**src/rtl/pool_tile_collector.sv**
```systemverilog
// Pixel-stream to N x N tile assembler feeding pooling_layer.
// Two ping-pong banks: one fills from the stream while the other waits for the consumer.
module pool_tile_collector #(
   parameter int N      = 4,
   parameter int DATA_W = 32
) (
   input  logic                     clk,
   input  logic                     rst_n,
   input  logic                     in_valid,
   output logic                     in_ready,
   input  logic [DATA_W-1:0]        in_data,
   input  logic                     in_last,
   output logic                     tile_valid,
   input  logic                     tile_ready,
   output logic [N*N*DATA_W-1:0]    tile_data,
   output logic                     err_framing
);

   localparam int                TILE     = N * N;
   localparam int                CNT_W    = $clog2(TILE);
   localparam logic [CNT_W-1:0]  LAST_IDX = CNT_W'(TILE - 1);

   logic [DATA_W-1:0] r_mem [2][TILE];
   logic [CNT_W-1:0]  r_cnt;
   logic              r_wrBank;
   logic              r_rdBank;
   logic [1:0]        r_full;
   logic              r_err;

   logic              w_inFire;
   logic              w_outFire;
   logic              w_cntWrap;

   assign in_ready    = !r_full[r_wrBank];
   assign tile_valid  = r_full[r_rdBank];
   assign err_framing = r_err;

   assign w_inFire  = in_valid && in_ready;
   assign w_outFire = tile_valid && tile_ready;
   assign w_cntWrap = (r_cnt == LAST_IDX);

   // Element k = i*N+j of the read bank sits at bits [k*DATA_W +: DATA_W].
   always_comb begin
      tile_data = '0;
      for (int k = 0; k < TILE; k++) begin
         tile_data[k*DATA_W +: DATA_W] = r_mem[r_rdBank][k];
      end
   end

   always_ff @(posedge clk or negedge rst_n) begin
      if (!rst_n) begin
         for (int b = 0; b < 2; b++) begin
            for (int k = 0; k < TILE; k++) begin
               r_mem[b][k] <= '0;
            end
         end
      end else if (w_inFire) begin
         r_mem[r_wrBank][r_cnt] <= in_data;
      end
   end

   // A full bank is never written, so the drain and fill updates below always hit different bits.
   always_ff @(posedge clk or negedge rst_n) begin
      if (!rst_n) begin
         r_cnt    <= '0;
         r_wrBank <= 1'b0;
         r_rdBank <= 1'b0;
         r_full   <= 2'b00;
         r_err    <= 1'b0;
      end else begin
         if (w_outFire) begin
            r_full[r_rdBank] <= 1'b0;
            r_rdBank         <= !r_rdBank;
         end
         if (w_inFire) begin
            if (w_cntWrap) begin
               r_cnt            <= '0;
               r_full[r_wrBank] <= 1'b1;
               r_wrBank         <= !r_wrBank;
            end else begin
               r_cnt <= r_cnt + 1'b1;
            end
            if (in_last != w_cntWrap) begin
               r_err <= 1'b1;
            end
         end
      end
   end

endmodule
```
**config.mk**
```make
export PLATFORM = sky130hd
export DESIGN_NAME = pool_tile_collector
export DESIGN_NICKNAME = d
export VERILOG_FILES = /design/src/rtl/pool_tile_collector.sv
export SDC_FILE = /design/constraint.sdc
export NUM_CORES = 1
export LEC_CHECK = 0
export BUFFER_PORTS_ARGS = -buffer_cell sky130_fd_sc_hd__buf_2
export CAP_MARGIN = 20
export CORE_UTILIZATION = 58
export DETAILED_ROUTE_END_ITERATION = 6
export MAX_ROUTING_LAYER = met4
export PLACE_DENSITY = 0.8
export SETUP_SLACK_MARGIN = 0.1
export SLEW_MARGIN = 20
export SYNTH_ARGS = -nofsm -noshare
export SYNTH_HDL_FRONTEND = slang
export SYNTH_SLANG_ARGS = --single-unit
```
**constraint.sdc**
```tcl
create_clock -name clk -period 2.5 [get_ports clk]
set_input_delay 0.5 -clock clk [delete_from_list [all_inputs] [get_ports clk]]
set_output_delay 0.5 -clock clk [all_outputs]
set_load 0.02 [all_outputs]
```
# Word level (Yosys, flattened, before mapping)
# Index checks and enable logic that the tools add are counted.
# word_totals
regBits	1033
# op_classes
eq_ne	2
mux	20
n_bitwise	6
order_cmp	9
reduce_logical	11
addsub	1
# op_table
cell	count
$mux 512	4
$bwmux 1024	1
$demux 512 s1	1
$demux 32 s4	1
$mux 32	1
$logic_and 1x1->1	6
$mux 1	6
$mux 2	3
$ge 5x5->1 const B	1
$lt 5x1->1 const B	1
$not 4->5	1
$add 4x1->4 const B	1
$eq 4x4->1 const B	1
$ge 2x2->1 const B	2
$lt 1x2->1 const B	2
$mux 4	1
$not 1->2	2
$reduce_and 2->1	2
$logic_not 1->1	3
$and 2x2->2	1
$demux 1 s1	2
$ge 1x1->1 const B	2
$lt 2x1->1 const B	1
$not 2->2	1
other kinds (2)	2

# Longest topological paths before layout
# depth
word_depth	10
depth_mapped	7
depth_no_buf	5

# Worst setup path before layout
# OpenSTA, ideal clock, no wires.
# synth_path
path_kind	reg2out
startpoint	register r_rdBank
endpoint	output port tile_data[0]
n_path_buf	4
stages_incl_launch_ff	6
arrival_time_ns	1.579
required_ns	2.000
setup_slack_ns	0.421
path_cell_list	dfrtp_1 clkbuf_1 clkbuf_1 clkbuf_1 buf_2 mux2_2
# synth_between
elab_chain_len	4
# synth_lines
item	line_no	text
from (decl)	26	logic r_rdBank;
from (signal assigned)	73	r_rdBank <= !r_rdBank;
$not 1->2 (not written as such)	46	tile_data[k*DATA_W +: DATA_W] = r_mem[r_rdBank][k];
$mux 512 (3 in a row)	--	
to (decl)	15	output logic [N*N*DATA_W-1:0] tile_data,
# Every way passes these cells. The select of a mux whose other input is x is not followed.

# Final worst setup path
# layout_path
startpoint	register r_rdBank
endpoint	output port tile_data[274]
# The elaborated chain is that of the path after synthesis.

==> results_dict.tcl <==
set metrics [dict create \
    status "finished, violations left" \
    violations "setup timing" \
    grt_most_used_layer "met2" \
    rr_worst_depth 4 \
    drc 0 \
    pwr-share-comb_pct 45.8 \
    ir_worst_vdd_mv 1.24 \
    rsz0062_at_grt "true" \
    syn-num-nets 2953 \
    vias 27000 \
    use_met2_pct 49.7 \
    timing.final.crit_share_pct 108 \
    drive_gt1_share_pct 68.2 \
    synth_area_leaders "dfrtp_1, mux2_2, buf_2" \
    path_delay_family "buffers and inverters" \
    holdCritPathClass "in -> reg" \
    cp_cell_sequence "buf_6 > bufbuf_16 > mux2_2 > buf_2" \
    grt_max_degree 133 \
    synthCells 2912 \
    netlist.area_leader.share_pct 57.6 \
    cts_root_buf "clkbuf_16" \
    netSwitchingFraction_pct 36.1 \
    worstSetupEndpointType "output pin" \
    p_clk_share_pct 19.4 \
    max_stage_delay_ps 480 \
    synth_cell_types 33 \
    ctsHtreeMaxLevel 3 \
    drtPass1Iterations 5 \
    critPathSlowestCell "dfrtp_4" \
    p_total_mw 80.1 \
    ys_ff_latch 1033 \
    synthArstFlopShare_pct 100 \
    die_x_um 280 \
    cts-buffers-inserted 106 \
    layout_common_cells "mux2_2, dfrtp_1, buf_2" \
    insertion_delay_ps 660 \
    viasPerCell 5.91 \
    startpoint_type "register" \
    portBuffers 551 \
    crit_path_max_fanout 12 \
    max_freq_mhz 369 \
    gr-usage-met1_pct 39.3 \
    nets 3494 \
    p_per_area_nw_per_um2 1470 \
    internal_power_mw 51.2 \
    wl_per_cell_um 26.5 \
    routed_wl_um 121000 \
    yosysWarnings 0 \
    clk_pin_slew_ps 60 \
    first_iter_violations 1548 \
    die_y_um 280 \
    hpwl_um 75200 \
    seq_area_frac_synth_pct 57.6 \
    dpl-instance-area_um2 49300 \
    cts_buffer_depth 3 \
    slew_headroom_pct 43.4 \
    grt_use_met3_pct 5.43 \
    postRouteAntennaNets 0 \
    ys.flop_type "dfrtp_1" \
    worst_slack_ps -212 \
    initial_core_util_pct 58.9 \
    syn_area_um2 44900 \
    worstPathArrival_ps 2210 \
    final-seq-area_um2 25900 \
    die-area_um2 78500 \
    cp.depth 4 \
    grt_pass1_wl_um 179000 \
    placementRows 101 \
    crit_buf_inv 3 \
    holdWs_ps 87.9 \
    p_leak_nw 27.0 \
    finalSetupViolations 512 \
    clock-sinks 1033 \
    crit_required_ps 2000 \
    p_sw_mw 29.0 \
    worst_slew_pin_slew_ps 849 \
    path_class "reg -> out" \
    holdPathStages 2 \
    grt_overflow_total 0 \
    final_common_cell "mux2_2" \
    ios 552 \
    skew_ps 19.1 \
    grtUsageTotal_pct 31.1 \
    hold_viol 0 \
    antenna_found_initial 3 \
    timing.setup.tns_ps -68060 \
    fin_area_um2 54600 \
    slew_violations 0 \
    pwr-share-seq_pct 34.7 \
    multi_input_area_um2 18200 \
    max_cap_violations 0 \
    synth_top_area_cell "dfrtp_1" \
    cts_tree "built" \
    post-route-min-period_ps 2710 \
    routabilityCongestion 0.860 \
    syn2layout_area_growth_pct 21.7 \
    grt_pass1_vias 29100 \
    syn_avg_cell_area_um2 15.4 \
    nFillCells 4798 \
    core_area_um2 76200 \
    synth_edf_count 0 \
]
==> power groups by stage <==
stage / combinational, mW / sequential (mW) / clock, mW
floorplan: 22.4 / 26.4 / 0
global placement: 31.8 / 27.0 / 0
detailed placement: 32.5 / 27.8 / 0
CTS: 33.3 / 27.6 / 15.8
global route: 38.3 / 28.6 / 16.5
finish: 36.7 / 27.8 / 15.6
==> worst paths after layout <==
check	startpoint	slack (ps)	end
max in group asynchronous	rst_n	1130	r_mem[764]
worst min register to register	err_framing	480	err_framing
min in group asynchronous	rst_n	320	r_mem[902]
worst max register to register	r_cnt[2]	260	r_mem[549]
worst min-delay path	tile_ready	90	r_rdBank
worst max-delay path	r_rdBank	-210	tile_data[274]
==> timing repair <==
| action | 4_1_cts | 5_1_grt |
|---|---|---|
| resized for setup | 20 | 297 |
| cloned | 4 | 20 |
| pin swaps | 0 | 0 |
| buffers inserted | 5 | 19 |
| endpoints found under the hold margin | 13 | 0 |
| endpoints found under the setup margin | 513 | 513 |
| hold buffers | 1 | 0 |
==> cell families after synthesis <==
kind of cell	after synthesis	synth area share (%)
xor+xnor	2	0.0390
compound gates	10	0.139
simple gates	62	0.878
flops	1033	57.6
fa+ha+maj	4	0.112
mux	1540	38.6
buf+inv	261	2.61
==> area by class of cell <==
| cell class | count | area share, % |
|---|---|---|
| Multi-Input combinational cell | 1618 | 33.3 |
| Inverter | 2 | 0.0137 |
| Timing Repair Buffer | 692 | 10.7 |
| Tap cell | 1030 | 2.36 |
| Clock inverter | 30 | 0.607 |
| Antenna cell | 4 | 0.0183 |
| Sequential cell | 1033 | 47.3 |
| Clock buffer | 160 | 5.71 |
==> flip-flops by register name, summed over array words and instances, names as in the netlist <==
signal       count
r_full           2
r_cnt            4
err_framing      1
r_mem         1024
r_rdBank         1
r_wrBank         1
==> metal layers <==
layer / up-vias / part of all wire (%) / wire, um
met4: 0 / 3.9 / 4760
met2: 769 / 50 / 60500
met1: 14500 / 41 / 49600
met5: - / 0 / 0
met3: 232 / 5.3 / 6400
li1: 11500 / - / -
==> cells in the mapped netlist, types with 2 or more instances <==
| master | count |
|---|---|
| nand4bb_1 | 2 |
| nand4b_1 | 2 |
| a31oi_1 | 4 |
| buf_1 | 11 |
| clkbuf_1 | 128 |
| nor2_2 | 2 |
| mux2_2 | 1523 |
| a21o_1 | 2 |
| nand2_1 | 17 |
| buf_4 | 17 |
| inv_1 | 2 |
| dfrtp_1 | 1033 |
| nor3b_2 | 3 |
| buf_2 | 103 |
| nand3_1 | 2 |
| nor2_1 | 13 |
| ha_1 | 4 |
| and4bb_2 | 4 |
| nand2b_1 | 6 |
| mux2_1 | 16 |
| a21oi_1 | 2 |
| nor2b_1 | 5 |
==> metrics by stage <==
stage	setup WS, ps	instances	util [%]
6_report	-212	4569	71.7
5_1_grt	-256	4568	71.7
4_1_cts	-267	4526	69.6
3_5_place_dp	266	4326	64.7
3_3_place_gp	270	4326	64.7
2_1_floorplan	421	2912	-
No activity file was read; power rests on OpenSTA's default activity.
